$ cat config.mk
export PLATFORM = sky130hd
export DESIGN_NAME = fp8_fixed_decoder_flat
export DESIGN_NICKNAME = d
export VERILOG_FILES = /design/src/rtl/fp8_pkg.sv /design/src/rtl/fp8_fixed_decoder_if.sv /design/src/rtl/fp8_unpack.sv /design/src/rtl/fp8_fixed_decoder.sv /design/src/flat_wrapper.sv
export SDC_FILE = /design/constraint.sdc
export NUM_CORES = 1
export LEC_CHECK = 0
export BUFFER_PORTS_ARGS = -buffer_cell sky130_fd_sc_hd__clkbuf_2
export CORE_ASPECT_RATIO = 0.6
export CORE_UTILIZATION = 60
export CTS_CLUSTER_DIAMETER = 200
export DETAILED_ROUTE_END_ITERATION = 16
export PLACE_DENSITY = 0.84
export SETUP_SLACK_MARGIN = 0.4
export SYNTH_ARGS = -nofsm -noshare
export SYNTH_HDL_FRONTEND = slang
export SYNTH_SLANG_ARGS = --single-unit
export TNS_END_PERCENT = 1
$ cat constraint.sdc
create_clock -name clk -period 3.8 [get_ports clk]
set_input_delay 0.19 -clock clk [delete_from_list [all_inputs] [get_ports clk]]
set_output_delay 0.19 -clock clk [all_outputs]
set_load 0.03 [all_outputs]
$ cat src/rtl/fp8_pkg.sv
// Shared FP8 format constants, state encoding and sign helper for the FP8 decoder.
// Optional saturation of exponent 15 is enabled with the FP8_DEC_SAT_EN macro.
package fp8_pkg;

  localparam int EXP_W    = 4;
  localparam int MAN_W    = 3;
  localparam int BIAS     = 7;
  localparam int SIGN_POS = 7;
  localparam int EXP_LSB  = 3;
  localparam int MAN_LSB  = 0;

  localparam int FIX_W = 19;
  localparam int FRAC_W = 9;
  localparam int MAG_W = FIX_W - 1;
  localparam int CNT_W = EXP_W;

  // Left shifts needed to place sig at Q9.9: fix = sig * 2^(e - BIAS - MAN_W + FRAC_W).
  localparam int K_OFS = BIAS + MAN_W - FRAC_W;

  localparam logic [FIX_W-1:0] SAT_MAG = 19'h1E000;

  typedef enum logic [1:0] {
    IDLE,
    SHIFT,
    DONE
  } state_t;

  function automatic logic [FIX_W-1:0] apply_sign(input logic s, input logic [FIX_W-1:0] mag);
    return s ? -mag : mag;
  endfunction

endpackage

$ cat src/rtl/fp8_fixed_decoder_if.sv
// Input and output valid/ready channels of the FP8 to Q9.9 decoder.
// Used by fp8_fixed_decoder (slave) and its producer/consumer (master).
interface fp8_fixed_decoder_if;
  import fp8_pkg::*;

  logic             in_valid;
  logic             in_ready;
  logic [7:0]       in_fp;
  logic             out_valid;
  logic             out_ready;
  logic [FIX_W-1:0] out_fix;
  logic             out_ovf;

  modport master (
    output in_valid, in_fp, out_ready,
    input  in_ready, out_valid, out_fix, out_ovf
  );

  modport slave (
    input  in_valid, in_fp, out_ready,
    output in_ready, out_valid, out_fix, out_ovf
  );

endinterface

$ cat src/rtl/fp8_unpack.sv
// Combinational FP8 field splitter: sign, significand with hidden bit, shift count.
// With FP8_DEC_SAT_EN defined, exponent 15 is flagged as special (overflow).
module fp8_unpack
  import fp8_pkg::*;
(
  input  logic [7:0]       i_fp,
  output logic             o_s,
  output logic [MAN_W:0]   o_sig,
  output logic [EXP_W-1:0] o_k,
  output logic             o_is_sub,
  output logic             o_is_special
);

  logic [EXP_W-1:0] w_exp;
  logic [MAN_W-1:0] w_man;

  assign w_exp    = i_fp[EXP_LSB +: EXP_W];
  assign w_man    = i_fp[MAN_LSB +: MAN_W];
  assign o_s      = i_fp[SIGN_POS];
  assign o_is_sub = (w_exp == '0);
  assign o_sig    = {~o_is_sub, w_man};

  // Subnormals share the e=1 scale, so they need no shift at all.
  assign o_k = o_is_sub ? '0 : (w_exp - EXP_W'(K_OFS));

`ifdef FP8_DEC_SAT_EN
  assign o_is_special = (w_exp == '1);
`else
  assign o_is_special = 1'b0;
`endif

endmodule

$ cat src/rtl/fp8_fixed_decoder.sv
// FP8 to signed Q9.9 decoder using a one-bit-per-cycle shifter and valid/ready handshakes.
// FP8_DEC_SAT_EN saturates exponent 15 to +/-240.0 and raises out_ovf.
module fp8_fixed_decoder
  import fp8_pkg::*;
(
  input  logic               clk,
  input  logic               rst_n,
  input  logic               ena,
  fp8_fixed_decoder_if.slave bus
);

  state_t           r_state, w_state_nxt;
  logic [MAG_W-1:0] r_mag, w_mag_nxt;
  logic [CNT_W-1:0] r_cnt, w_cnt_nxt;
  logic             r_sign, w_sign_nxt;
  logic             r_spec, w_spec_nxt;
  logic [FIX_W-1:0] r_fix, w_fix_nxt;
  logic             r_ovf, w_ovf_nxt;

  logic             w_s;
  logic [MAN_W:0]   w_sig;
  logic [EXP_W-1:0] w_k;
  logic             w_is_sub;
  logic             w_is_special;
  logic             w_accept;

  fp8_unpack u_unpack (
    .i_fp         (bus.in_fp),
    .o_s          (w_s),
    .o_sig        (w_sig),
    .o_k          (w_k),
    .o_is_sub     (w_is_sub),
    .o_is_special (w_is_special)
  );

  assign bus.in_ready  = (r_state == IDLE) && ena;
  assign bus.out_valid = (r_state == DONE);
  assign bus.out_fix   = r_fix;
  assign bus.out_ovf   = r_ovf;

  assign w_accept = bus.in_valid && bus.in_ready;

  // Everything holds while ena is low; DONE keeps its result until the consumer takes it.
  always_comb begin
    w_state_nxt = r_state;
    w_mag_nxt   = r_mag;
    w_cnt_nxt   = r_cnt;
    w_sign_nxt  = r_sign;
    w_spec_nxt  = r_spec;
    w_fix_nxt   = r_fix;
    w_ovf_nxt   = r_ovf;

    if (ena) begin
      case (r_state)
        IDLE: begin
          if (w_accept) begin
            w_mag_nxt   = MAG_W'(w_sig);
            w_cnt_nxt   = (w_is_sub || w_is_special) ? '0 : w_k;
            w_sign_nxt  = w_s;
            w_spec_nxt  = w_is_special;
            w_state_nxt = SHIFT;
          end
        end
        SHIFT: begin
          if (r_cnt != '0) begin
            w_mag_nxt = {r_mag[MAG_W-2:0], 1'b0};
            w_cnt_nxt = r_cnt - CNT_W'(1);
          end else begin
            w_fix_nxt   = r_spec ? apply_sign(r_sign, SAT_MAG)
                                 : apply_sign(r_sign, {1'b0, r_mag});
            w_ovf_nxt   = r_spec;
            w_state_nxt = DONE;
          end
        end
        DONE: begin
          if (bus.out_ready) begin
            w_state_nxt = IDLE;
          end
        end
        default: begin
          w_state_nxt = IDLE;
        end
      endcase
    end
  end

  always_ff @(posedge clk or negedge rst_n) begin
    if (!rst_n) begin
      r_state <= IDLE;
      r_mag   <= '0;
      r_cnt   <= '0;
      r_sign  <= 1'b0;
      r_spec  <= 1'b0;
      r_fix   <= '0;
      r_ovf   <= 1'b0;
    end else begin
      r_state <= w_state_nxt;
      r_mag   <= w_mag_nxt;
      r_cnt   <= w_cnt_nxt;
      r_sign  <= w_sign_nxt;
      r_spec  <= w_spec_nxt;
      r_fix   <= w_fix_nxt;
      r_ovf   <= w_ovf_nxt;
    end
  end

endmodule
$ cat src/flat_wrapper.sv
// flat-port wrapper written by rule: the top's interface ports become plain ports
module fp8_fixed_decoder_flat import fp8_pkg::*;
  (clk, rst_n, ena, bus_in_valid, bus_in_fp, bus_out_ready, bus_in_ready, bus_out_valid, bus_out_fix, bus_out_ovf);
  fp8_fixed_decoder_if bus_i ();
  input  logic clk;
  input  logic rst_n;
  input  logic ena;
  input wire logic [$bits(bus_i.in_valid)-1:0] bus_in_valid;
  input wire logic [$bits(bus_i.in_fp)-1:0] bus_in_fp;
  input wire logic [$bits(bus_i.out_ready)-1:0] bus_out_ready;
  output wire logic [$bits(bus_i.in_ready)-1:0] bus_in_ready;
  output wire logic [$bits(bus_i.out_valid)-1:0] bus_out_valid;
  output wire logic [$bits(bus_i.out_fix)-1:0] bus_out_fix;
  output wire logic [$bits(bus_i.out_ovf)-1:0] bus_out_ovf;
  assign bus_i.in_valid = bus_in_valid;
  assign bus_i.in_fp = bus_in_fp;
  assign bus_i.out_ready = bus_out_ready;
  assign bus_in_ready = bus_i.in_ready;
  assign bus_out_valid = bus_i.out_valid;
  assign bus_out_fix = bus_i.out_fix;
  assign bus_out_ovf = bus_i.out_ovf;
  fp8_fixed_decoder u_core (.clk(clk), .rst_n(rst_n), .ena(ena), .bus(bus_i));
endmodule
== After elaboration in Yosys (flattened, before gate mapping) ==
Cells that the tools add are included.

* Logic and storage cells: 38
* Input bits: 13
* Output and inout bits: 22
* Flip-flop bits (word level): 44

* Bitwise logic cells: 2
* Multiplexer cells: 12
* Reductions and logical operators: 10
* $add $sub $neg: 3
* Equal/unequal tests: 6

{| class="wikitable"
|+ Operators by type and width
! kind !! count
|-
| $mux W18 || 2
|-
| $pmux W18 S2 || 1
|-
| $mux W19 || 1
|-
| $neg A18 Y19 || 1
|-
| $mux W4 || 3
|-
| $pmux W4 S2 || 1
|-
| $reduce_and A4 Y1 || 2
|-
| $sub A4 B1 Y4 const B || 2
|-
| $mux W2 || 3
|-
| $pmux W2 S3 || 1
|-
| $reduce_and A3 Y1 || 2
|-
| $logic_not A4 Y1 || 1
|-
| $ne A2 B1 Y1 const B || 2
|-
| $ne A2 B2 Y1 const B || 2
|-
| $reduce_bool A4 Y1 || 1
|-
| $eq A2 B1 Y1 const B || 1
|-
| $eq A2 B2 Y1 const B || 1
|-
| $logic_and A1 B1 Y1 || 2
|-
| $logic_not A2 Y1 || 1
|-
| $not A1 Y1 || 2
|-
| $reduce_bool A2 Y1 || 1
|}

== Depth between registers and ports, before layout ==
Gate-level depths: netlist of the first run.

* Depth after elaboration: 5
* Mapped depth: 8
* Mapped depth without buffers: 6

== Modules after synthesis ==
A second synthesis of the first run with hierarchy kept.

* Cell total of the unflattened synthesis: 239
* Area, all modules: 2419.8 µm²

{| class="wikitable"
|+ By module, submodules not included
! module !! sequential area each (µm²) !! area each (µm²) !! times used !! cells an instance
|-
| fp8_fixed_decoder || 1151.1 || 2309.7 || 1 || 222
|-
| fp8_unpack || 0.0 || 110.1 || 1 || 17
|}

== Worst setup path after synthesis of the first run ==
OpenSTA, ideal clock, no wires.

* Path kind: reg2reg
* Start point: register u_core.r_mag[7]
* End point: register u_core.r_fix[17], in the netlist u_core.bus.out_fix[17]
* Library setup time: 0.127 ns
* Data arrival time: 1.697 ns
* Buffers on the path: 1
* Stages on the path, launching flop included: 6
* Slack: 1.976 ns
* Required time: 3.673 ns
* Cell sequence: dfrtp_1 -> or4_1 -> buf_6 -> nor3_2 -> mux2_2 -> a2bb2oi_1

* Longest elaborated chain between the ends: 2

{| class="wikitable"
|+ RTL lines
! element !! line !! RTL
|-
| start, declared || fp8_fixed_decoder.sv:13 || <nowiki>logic [MAG_W-1:0] r_mag, w_mag_nxt;</nowiki>
|-
| start signal, assigned || fp8_fixed_decoder.sv:98 || <nowiki>r_mag <= w_mag_nxt;</nowiki>
|-
| $neg A18 Y19 || fp8_pkg.sv:29 || <nowiki>return s ? -mag : mag;</nowiki>
|-
| $mux W19 || fp8_pkg.sv:29 ||
|-
| end signal, assigned || fp8_fixed_decoder.sv:102 || <nowiki>r_fix <= w_fix_nxt;</nowiki>
|-
| end, declared || fp8_fixed_decoder.sv:17 || <nowiki>logic [FIX_W-1:0] r_fix, w_fix_nxt;</nowiki>
|}

No other way between the ends.
A chain may end at the register's enable or synchronous reset.

== Final worst setup path of the first run ==
* Start point: register u_core.r_state[0]
* End point: register u_core.r_cnt[0]

* Longest elaborated chain between the ends: 5
* Elaborated cells between the ends (all ways): 9
* Those cells by class: 3 x eq/ne; 1 x mux; 5 x reduce/logical

{| class="wikitable"
|+ RTL lines
! element !! line !! RTL
|-
| start, declared || fp8_fixed_decoder.sv:12 || <nowiki>state_t r_state, w_state_nxt;</nowiki>
|-
| start signal, assigned || fp8_fixed_decoder.sv:97 || <nowiki>r_state <= w_state_nxt;</nowiki>
|-
| $logic_not A2 Y1 || fp8_fixed_decoder.sv:36, fp8_fixed_decoder.sv:54 ||
|-
| $logic_and A1 B1 Y1 || fp8_fixed_decoder.sv:36 || <nowiki>assign bus.in_ready = (r_state == IDLE) && ena;</nowiki>
|-
| $logic_and A1 B1 Y1 || fp8_fixed_decoder.sv:41 || <nowiki>assign w_accept = bus.in_valid && bus.in_ready;</nowiki>
|-
| $ne A2 B1 Y1 (no source line) || n/a ||
|-
| $reduce_and A4 Y1 (no source line) || n/a ||
|-
| end signal, assigned || fp8_fixed_decoder.sv:99 || <nowiki>r_cnt <= w_cnt_nxt;</nowiki>
|-
| end, declared || fp8_fixed_decoder.sv:14 || <nowiki>logic [CNT_W-1:0] r_cnt, w_cnt_nxt;</nowiki>
|}

Parallel ways exist; a longest one is shown, timed or not.

==> results of run 1 <==
==> cell type report <==
class	count	area, um^2	area share [%]
clock buffers	6	82.58	3.202
multi-input cells	186	1131	43.86
clock inverters	2	10.01	0.3882
repair buffers	34	172.7	6.696
well taps	47	58.81	2.280
inverters	6	22.52	0.8734
flip-flops and latches	44	1101	42.70
==> per-layer routing <==
metal  GRT usage [%]  vias up  wire (um)
met5               0        -          0
met2           32.24       57       1862
met3           6.086        7        297
li1                -      924          -
met4           6.897        0         43
met1           38.91      850       2412
==> power groups by stage <==
stage | Clock, mW | Combinational [mW] | Sequential [mW]
3_5_place_dp | 0 | 1.00 | 0.832
2_1_floorplan | 0 | 0.696 | 0.953
6_report | 0.299 | 1.00 | 0.827
3_3_place_gp | 0 | 0.982 | 0.826
4_1_cts | 0.305 | 1.01 | 0.824
5_1_grt | 0.329 | 1.10 | 0.857
==> path summary, 6_finish.rpt <==
path / start / end / slack [ps] / cells after the start
worst min-delay path: rst_n / u_core.bus.out_fix[10]$_DFFE_PN0P_ / 70 / 1
worst min register to register: u_core.bus.out_fix[10]$_DFFE_PN0P_ / u_core.bus.out_fix[10]$_DFFE_PN0P_ / 480 / 2
max in group asynchronous: rst_n / u_core.r_mag[7]$_DFFE_PN0P_ / 3090 / 1
worst max-delay path: u_core.r_state[0]$_DFFE_PN0P_ / u_core.r_cnt[0]$_DFFE_PN0P_ / 1700 / 4
min in group clk: bus_in_fp[0] / u_core.r_mag[0]$_DFFE_PN0P_ / 110 / 2
worst max register to register: u_core.r_state[0]$_DFFE_PN0P_ / u_core.r_cnt[0]$_DFFE_PN0P_ / 1700 / 4
==> worst register-to-register path, stage by stage, from the launching register on <==
cell and delay [ps]:
dfrtp_1 750, nor2_1 110, a311o_1 550, or4_1 540
nand3_1 90
==> placed cells by master, fill, tap and decap left out, types with 4 or more instances in the layout <==
cell / synthesis / layout
nand2_1: 55 / 55
dfrtp_1: 44 / 44
clkbuf_2: 1 / 33
o21ai_0: 31 / 31
xor2_1: 13 / 13
nor2_1: 10 / 10
o21ai_1: 7 / 7
inv_1: 6 / 6
o31ai_1: 6 / 6
clkbuf_8: 1 / 6
or2_2: 4 / 4
or3_1: 4 / 4
or4_1: 4 / 4
mux2i_1: 4 / 4
==> kinds of logic after synthesis <==
family                     count (synthesis)  share of synthesized area (%)
buffers and inverters                     26                          6.105
xor gates and xnor gates                  14                          5.158
DFF                                       44                          46.32
and+or+nand+nor                           97                          19.84
other                                      1                         0.1577
AOI/OAI and AO/OA                         66                          18.74
adders and majority gates                  2                          1.052
muxes                                      6                          2.632
==> sequential cells by signal (all words and copies together), names as in the netlist <==
signal	count
u_core.bus.out_fix	19
u_core.r_mag	18
u_core.r_cnt	4
u_core.r_state	2
u_core.r_sign	1
==> through the flow <==
step	util [%]	power (mW)	worst slack (ps)	std cells
3_5_place_dp	66.79	1.835	1724	317
6_report	69.28	2.127	1702	325
5_1_grt	69.28	2.283	1500	325
2_1_floorplan	-	1.649	1976	256
3_3_place_gp	66.79	1.808	1709	317
4_1_cts	69.28	2.135	1714	325
==> out/results.txt, run 1 <==
die span in y: 50.76 um
starting density of the core: 63.87%
Antenna diodes: 0
Detail Route Antenna Nets: 0
Cells after Synth: 256
IO Port Bufs: 33
GPL Wtd Cong: 0.8270
FILL cells: 312
final clock skew: 6.202 ps
final hold vios: 0
Area contributors post-synth: dfrtp_1 46%, nand2_1 8.7%, o21ai_0 6.5%
most numerous cell in the Yosys netlist: nand2_1
switching share of power: 46.06%
clock share of power: 14.0%
number of H-tree levels: 2
ys async rst share: 100.0%
Post-synth EDFFs: 0
Synth Warn #: 0
WHS: 70.24 ps
Comb pwr share: 47.1%
dpl hpwl: 3.209 mm
post-synth top area cell: dfrtp_1
Crit path largest cell delay: 750 ps
WL/cell: 14.20 um
CP top delay family: flip-flops
crit path kind: reg2reg
CTS Buf Count: 5
Pint: 1.147 mW
initial antenna violation count: 0
DRC violations left: 0
syn_area_per_cell: 9.286 um^2
sequential-to-total area share from yosys stat: 46.32%
worst min-delay path category: in2async
Post-synth top flop: dfrtp_1
max cap viols: 0
final period utilization: 55.21%
DR pass1 iterations: 4
Area after DPL: 2486 um^2
CTS Sinks: 44
core area: 3722 um^2
final setup fails: 0
RSZ-0062 raised after global routing: false
Setup crit end kind: flop
top post-synthesis cells by count: 55 x nand2_1, 44 x dfrtp_1, 31 x o21ai_0
top-level I/O count: 35
fin. max-slew vios: 0
GRT Overall Usage: 24.49%
CTS-repair resized insts: 0
vias in the first global route: 1,550
final wirelength: 4.616 mm
CP cell instances: nor2_1, a311o_1, or4_1, nand3_1
setup repair bufs after CTS: 0
fraction of layout cells with a size suffix above 1: 20.14%
setup TNS: 0 ps
CP max FO: 22
largest net degree at the start of global routing: 45
# nets final: 292
Clock transition at path regs: 80 ps
Netlist cell types: 49
CTS tree: built
Yosys top cell area share: 46.32%
post-layout instance area: 2579 um^2
Worst EP required: 4040 ps
worst skew pair latency: 300 ps
die area: 4226 um^2
Leak Pwr: 1.234 nW
NetSw: 0.9796 mW
critical path launch point type: flop
Site Rows: 17
Syn-to-layout area delta: 8.474%
Post-Synthesis Cell Area: 2377 um^2
Via density: 5.655
fmax: 476.6 MHz
Pwr Density: 824.7 nW/um^2
Yosys reg bits: 44
CP arrival: 2330 ps
worst-margin pin slew: 1054 ps
root buffer cell: clkbuf_8
synthesized net count: 271
Sequential Power Share: 38.9%
initial drt markers: 127
die span in x: 83.26 um
worst ir drop on vdd: 0.0005734 V
via count: 1,838
status: complete, no violations
WP buf/inv: 0
Critical-path top delay cell: dfrtp_1
Hold Buf Count CTS: 0
Worst slew margin: 29.72%
first-pass GRT wire length: 7.824 mm
CTS Buffer Depth: 2
Period minus WS final: 2098 ps
GRT overflow: 0
Note: power is estimated with default switching activity, not from simulation.
==> inputs of run 2 (changes only) <==
--- a/config.mk
+++ b/config.mk
@@ -7,10 +7,10 @@
 export LEC_CHECK = 0
 export BUFFER_PORTS_ARGS = -buffer_cell sky130_fd_sc_hd__clkbuf_2
 export CORE_ASPECT_RATIO = 0.6
-export CORE_UTILIZATION = 60
+export CORE_UTILIZATION = 57
 export CTS_CLUSTER_DIAMETER = 200
 export DETAILED_ROUTE_END_ITERATION = 16
-export PLACE_DENSITY = 0.84
+export PLACE_DENSITY = 0.81
 export SETUP_SLACK_MARGIN = 0.4
 export SYNTH_ARGS = -nofsm -noshare
 export SYNTH_HDL_FRONTEND = slang
==> constraint.sdc (replaced) <==
create_clock -name clk -period 2.2 [get_ports clk]
set_input_delay 0.11 -clock clk [delete_from_list [all_inputs] [get_ports clk]]
set_output_delay 0.11 -clock clk [all_outputs]
set_load 0.03 [all_outputs]
==> run 2 against run 1 <==
  * Core utilization is 5.0 points higher
  * Design area is 10% higher
  * Critical path depth stayed put
  * Clock skew is 6.6 ps higher
  * Clock-buffer cell count is 1 lower
  * Combinational power is 120% higher
  * Fmax is 8.8% higher
  * Die area is 5.1% higher
  * Routed wire length is 20% higher
  * Via count is 7.3% higher
  * Critical path type unchanged
  * Largest cell class unchanged
==> out/results.txt, run 2 (synthesized netlist as in run 1, its figures left out) <==
CP max FO: 4 (-82%)
GRT overflow: 0 (unchanged)
WL/cell: 16.05 um (+13%)
via count: 1,973 (+7.3%)
RSZ-0062 raised after global routing: true
Comb pwr share: 52.2% (+5.1 points)
GPL Wtd Cong: 0.7947 (-3.9%)
worst ir drop on vdd: 0.0005854 V (+2.1%)
Clock transition at path regs: 90 ps (about the same)
WP buf/inv: 0 (unchanged)
CTS tree: built
NetSw: 1.912 mW (+95%)
starting density of the core: 62.09% (-1.8 points)
commonest cells after routing, fill and taps aside: 55 x nand2_1, 43 x dfrtp_1, 33 x clkbuf_2
CTS Buffer Depth: 2 (unchanged)
core area: 3829 um^2 (+2.9%)
largest net degree at the start of global routing: 39 (-13%)
final clock skew: 12.85 ps (+6.646 ps)
Via density: 5.735 (+1.4%)
GRT Overall Usage: 26.43% (+1.9 points)
final setup fails: 0 (unchanged)
Site Rows: 17 (unchanged)
WP depth: 4 (unchanged)
Sequential Power Share: 33.0% (-5.9 points)
Detail Route Antenna Nets: 0 (unchanged)
top-level I/O count: 35 (unchanged)
Setup crit end kind: flop
final wirelength: 5.521 mm (+20%)
CTS Sinks: 44 (unchanged)
die area: 4442 um^2 (+5.1%)
status: complete, no violations
CP top delay family: simple AND/OR/NAND/NOR gates
Crit path largest cell delay: 550 ps (-200 ps)
Leak Pwr: 1.363 nW (+10%)
Syn-to-layout area delta: 19.68%
initial antenna violation count: 0 (unchanged)
DR pass1 iterations: 4 (unchanged)
worst r2r src: u_core.r_mag[15]$_DFFE_PN0P_
Worst slew margin: 41.21% (+11 points)
Worst EP required: 2380 ps (-1660 ps)
Setup crit start: u_core.r_mag[15]$_DFFE_PN0P_
critical path launch point type: flop
CP arrival: 2110 ps (-220 ps)
Period minus WS final: 1929 ps (-169.4 ps)
dpl hpwl: 3.618 mm (+13%)
root buffer cell: clkbuf_8
max FFs per register: 19 (unchanged)
CTS Buf Count: 5 (unchanged)
max cap viols: 0 (unchanged)
number of H-tree levels: 2 (unchanged)
# nets final: 311 (+6.5%)
switching share of power: 45.05% (-1.0 points)
IO Port Bufs: 33 (unchanged)
final hold vios: 0 (unchanged)
WHS: 20.49 ps (-49.76 ps)
first-pass GRT wire length: 8.852 mm (+13%)
die span in y: 52.03 um (+2.5%)
FF-to-FF path depth: 4 (unchanged)
fmax: 518.5 MHz (+8.8%)
Pint: 2.332 mW (+100%)
CP cell instances: or4_4, or3_1, o41ai_2, o21ai_1
worst-margin pin slew: 881.9 ps (-172.3 ps)
worst reg2reg endpoint: u_core.bus.out_fix[18]$_DFFE_PN0P_
final core occ: 74.31% (+5.0 points)
clock share of power: 14.8% (+0.8 points)
die span in x: 85.38 um (+2.5%)
initial drt markers: 144 (+13%)
leading cell type in the layout, fill and taps excluded: nand2_1
vias in the first global route: 1,803 (+16%)
Antenna diodes: 0 (unchanged)
final period utilization: 87.66% (+32 points)
Pwr Density: 1492 nW/um^2 (+81%)
setup TNS: 0 ps (unchanged)
Critical-path top delay cell: or4_4
worst skew pair latency: 300 ps (about the same)
crit path to: u_core.bus.out_fix[18]$_DFFE_PN0P_
worst min-delay path category: in2reg
fraction of layout cells with a size suffix above 1: 27.61% (+7.5 points)
DRC violations left: 0 (unchanged)
fin. max-slew vios: 0 (unchanged)
crit path kind: reg2reg
flop2flop setup slack: 270 ps (-1430 ps)
run 2: cell count changes in the layout (fill, tap and decap cells not counted), moves of 2 or more:
cell / change
buf_12: +2
or4_1: -3
clkinv_2: -2
buf_4: +15
o41ai_1: -2
o41ai_4: +2
or4_4: +4
run 2: area by class of cell:
class                      count  area (um^2)
sequential                    44         1102
multi-input combinational    187         1211
tap                           47        58.81
clock inverter                 3        46.29
fill                         283        983.4
timing repair buffer          52        335.3
clock buffer                   5        68.82
inverter                       6        22.52
run 2: timing repair:
action                                  CTS  global route
hold buffers                              1             0
buffers inserted                          5             4
endpoints found under the setup margin   19            19
gates resized for setup                  12             0
pin swaps                                 6             5
gates cloned                              1             0
hold endpoints to repair                 26             0
run 2: per-layer routing:
layer  part of all wire, %  GRT usage, %  up-vias
met5                     0             0        -
met3                   7.1         6.667        6
met2                    43         40.19       80
li1                      -             -      970
met4                  0.69         6.667        0
met1                    49         38.08      917
run 2: stage by stage:
stage / std cells / area [um^2] / setup WS, ps / power, mW
after floorplan: 256 / 2394 / 406.6 / 2.892
after global placement: 325 / 2556 / 205.9 / 3.192
after detailed placement: 325 / 2556 / 158.5 / 3.254
after CTS: 340 / 2790 / 346.8 / 4.095
after global routing: 344 / 2845 / 227.5 / 4.511
final: 344 / 2845 / 271.4 / 4.244
run 2: worst min-delay path by stage:
| stage | from | endpoint | cells past startpoint |
|---|---|---|---|
| floorplan | rst_n | u_core.bus.out_fix[0]$_DFFE_PN0P_ | 0 |
| global placement | rst_n | u_core.bus.out_fix[7]$_DFFE_PN0P_ | 1 |
| detailed placement | rst_n | u_core.bus.out_fix[12]$_DFFE_PN0P_ | 1 |
| CTS | bus_in_fp[0] | u_core.r_mag[0]$_DFFE_PN0P_ | 2 |
| global route | bus_in_fp[0] | u_core.r_mag[0]$_DFFE_PN0P_ | 2 |
| finish | bus_in_fp[0] | u_core.r_mag[0]$_DFFE_PN0P_ | 2 |
run 2: power groups by stage:
stage	clock network (mW)	logic (mW)	registers (mW)
2_1_floorplan	0	1.25	1.65
3_3_place_gp	0	1.80	1.39
3_5_place_dp	0	1.85	1.40
4_1_cts	0.639	2.06	1.39
5_1_grt	0.678	2.39	1.44
6_report	0.630	2.21	1.40
==> inputs of run 3 (changes only) <==
--- a/config.mk
+++ b/config.mk
@@ -14,5 +14,6 @@
 export SETUP_SLACK_MARGIN = 0.4
 export SYNTH_ARGS = -nofsm -noshare
 export SYNTH_HDL_FRONTEND = slang
+export SYNTH_HIERARCHICAL = 1
 export SYNTH_SLANG_ARGS = --single-unit
 export TNS_END_PERCENT = 1
==> run 3 against run 2 <==
  * Non-clock buffer count is 5 lower
  * Final cell count fell by 3.2%
  * Sequential power increased by 6%
  * Routed wire length is 6.4% lower
  * Critical path type unchanged
  * Highest routed layer unchanged
  * Largest power group unchanged
==> out/results.txt, run 3 <==
status: complete, no violations
cell count after placement: 319 (-1.8%)
starting density of the core: 62.51% (+0.42 points)
leading cell type in the layout, fill and taps excluded: dfrtp_1
Yosys reg bits: 46 (+4.5%)
Post-synth top flop: dfrtp_1
CP arrival: 2190 ps (+80 ps)
via count: 1,908 (-3.3%)
CP max FO: 4 (unchanged)
Synth Area in Compound Gates: 21.10% (+2.4 points)
setup TNS: 0 ps (unchanged)
worst ir drop on vdd: 0.0009011 V (+54%)
GPL Wtd Cong: 0.7914 (-0.42%)
Adder-Cell Fraction of Synth Area: 1.034% (-0.019 points)
root buffer cell: clkbuf_8
initial antenna violation count: 0 (unchanged)
Post-synth EDFFs: 0 (unchanged)
final core occ: 72.82% (-1.5 points)
ys async rst share: 100.0% (unchanged)
first-pass GRT wire length: 8.687 mm (-1.9%)
Clock transition at path regs: 80 ps (about the same)
Pwr Density: 1570 nW/um^2 (+5.3%)
die area: 4518 um^2 (+1.7%)
Site Rows: 17 (unchanged)
WHS: 46.77 ps (+26.28 ps)
Post-Synthesis Cell Area: 2420 um^2 (+1.8%)
initial drt markers: 161 (+12%)
largest family of logic cells by synthesized area: compound AO/OA/AOI/OAI gates
post-synth top area cell: dfrtp_1
post-synthesis xor/xnor area fraction: 4.705% (-0.45 points)
die span in y: 52.47 um (+0.86%)
WL/cell: 15.52 um (-3.3%)
post-route insts no fill: 333 (-3.2%)
die span in x: 86.12 um (+0.87%)
Netlist cell types: 47 (-4.1%)
fraction of layout cells with a size suffix above 1: 29.35% (+1.7 points)
syn_area_per_cell: 10.12 um^2 (+9.0%)
commonest cells after routing, fill and taps aside: 45 x dfrtp_1, 34 x clkbuf_2, 26 x nand2_1
RSZ-0062 raised after global routing: true
GRT overflow: 0 (unchanged)
top post-synthesis cells by count: 46 x dfrtp_1, 26 x nand2_1, 20 x o21ai_0
Yosys top cell area share: 47.57% (+1.3 points)
most numerous cell in the Yosys netlist: dfrtp_1
worst min-delay path category: in2reg
crit path kind: reg2reg
mux share of post-synthesis cell area: 3.464% (+0.83 points)
Leak Pwr: 1.339 nW (-1.7%)
CTS tree: built
max FFs per register: 19 (unchanged)
DR pass1 iterations: 5 (+1)
dpl hpwl: 3.420 mm (-5.5%)
Period minus WS final: 2002 ps (+73.10 ps)
Cells after Synth: 239 (-6.6%)
final wirelength: 5.168 mm (-6.4%)
number of H-tree levels: 2 (unchanged)
fmax: 499.6 MHz (-3.7%)
CTS Sinks: 46 (+4.5%)
Worst slew margin: 47.67% (+6.5 points)
Via density: 5.730 (about the same)
Detail Route Antenna Nets: 0 (unchanged)
Synth Area in Simple Gates: 16.03% (-3.8 points)
final setup fails: 0 (unchanged)
worst skew pair latency: 300 ps (about the same)
largest net degree at the start of global routing: 47 (+21%)
FF-to-FF path depth: 6 (+2)
worst-margin pin slew: 784.9 ps (-97.02 ps)
IO Port Bufs: 34 (+3.0%)
Hold Crit Depth: 2 (unchanged)
CTS Buf Count: 5 (unchanged)
FILL cells: 297 (+4.9%)
Antenna diodes: 0 (unchanged)
# nets final: 290 (-6.8%)
core area: 3871 um^2 (+1.1%)
Area contributors post-synth: dfrtp_1 48%, a22o_1 4.7%, o21ai_0 4.1%
final hold vios: 0 (unchanged)
sequential-to-total area share from yosys stat: 47.57% (+1.3 points)
fin. max-slew vios: 0 (unchanged)
GRT Overall Usage: 26.04% (-0.39 points)
Syn-to-layout area delta: 16.49%
critical path launch point type: flop
synthesized net count: 254 (-6.3%)
max cap viols: 0 (unchanged)
final period utilization: 90.98% (+3.3 points)
CTS Buffer Depth: 2 (unchanged)
Synth Warn #: 6 (+6)
Worst EP required: 2390 ps (about the same)
final clock skew: 3.928 ps (-8.919 ps)
Setup crit end kind: flop
Total Power: 4.426 mW (+4.3%)
DRC violations left: 0 (unchanged)
top-level I/O count: 35 (unchanged)
vias in the first global route: 1,754 (-2.7%)
-- run 3: kinds of logic (layout without fill, tap and decap cells) --
| kind of cell | after synthesis | after routing |
|---|---|---|
| xor gates and xnor gates | 13 | 13 |
| AOI/OAI and AO/OA | 71 | 71 |
| buffers and inverters | 24 | 61 |
| DFF | 46 | 46 |
| and+or+nand+nor | 74 | 74 |
| muxes | 8 | 8 |
| other | 1 | 1 |
| adders and majority gates | 2 | 2 |
-- run 3: layout make-up --
type,instances,area [um^2],area share (%)
Timing Repair Buffer,47,282.8,10.03
Clock buffer,7,76.32,2.708
Inverter,6,22.52,0.7989
Multi-Input combinational cell,169,1184,41.99
Clock inverter,1,30.03,1.065
Sequential cell,46,1152,40.88
Tap cell,57,71.32,2.530
-- run 3: path summary, 6_finish.rpt --
path	endpoint	slack, ps	start
min in group asynchronous	u_core/bus.out_fix[5]$_DFFE_PN0P_	440	rst_n
min reg2reg	u_core/bus.out_fix[2]$_DFFE_PN0P_	480	u_core/bus.out_fix[2]$_DFFE_PN0P_
max	u_core/bus.out_fix[17]$_DFFE_PN0P_	200	u_core/r_mag[1]$_DFFE_PN0P_
max in group asynchronous	u_core/r_mag[9]$_DFFE_PN0P_	1350	rst_n
min	u_core/r_sign$_DFFE_PN0P_	50	bus_in_fp[7]
max reg2reg	u_core/bus.out_fix[17]$_DFFE_PN0P_	200	u_core/r_mag[1]$_DFFE_PN0P_
-- run 3: per-stage QoR --
stage | cell area (um^2) | worst slack [ps]
final | 2819 | 198.3
after global routing | 2819 | 134.7
after CTS | 2804 | 219.5
after detailed placement | 2633 | 79.56
after global placement | 2633 | 207.4
after floorplan | 2447 | 276.8
-- run 3: routing by layer --
metal  vias up  track usage [%]  share of wire [%]
li1        922                -                  -
met1       930            38.15                 52
met2        51            38.76                 43
met3         5            5.512                4.8
met4         0            8.333               0.93
met5         -                0                  0
-- run 3: power breakdown --
| part | internal [mW] | switching (mW) | total [mW] |
|---|---|---|---|
| Sequential | 1.15 | 0.323 | 1.48 |
| Combinational | 0.971 | 1.36 | 2.33 |
| Clock | 0.340 | 0.279 | 0.619 |
| Total | 2.47 | 1.96 | 4.43 |
-- run 3: worst max-delay path, stage by stage, from the launching register on --
cell     delay, ps
dfrtp_1        390
buf_4          150
or4_4          510
or2_4          290
o41ai_4        330
xnor2_1        160
o21ai_2         60
-- run 3: timing repair --
action | CTS | global route
buffers inserted | 5 | 0
endpoints found under the hold margin | 46 | 0
endpoints found under the setup margin | 38 | 37
hold buffers | 1 | 0
resized for setup | 6 | 2
pin swaps | 0 | 2
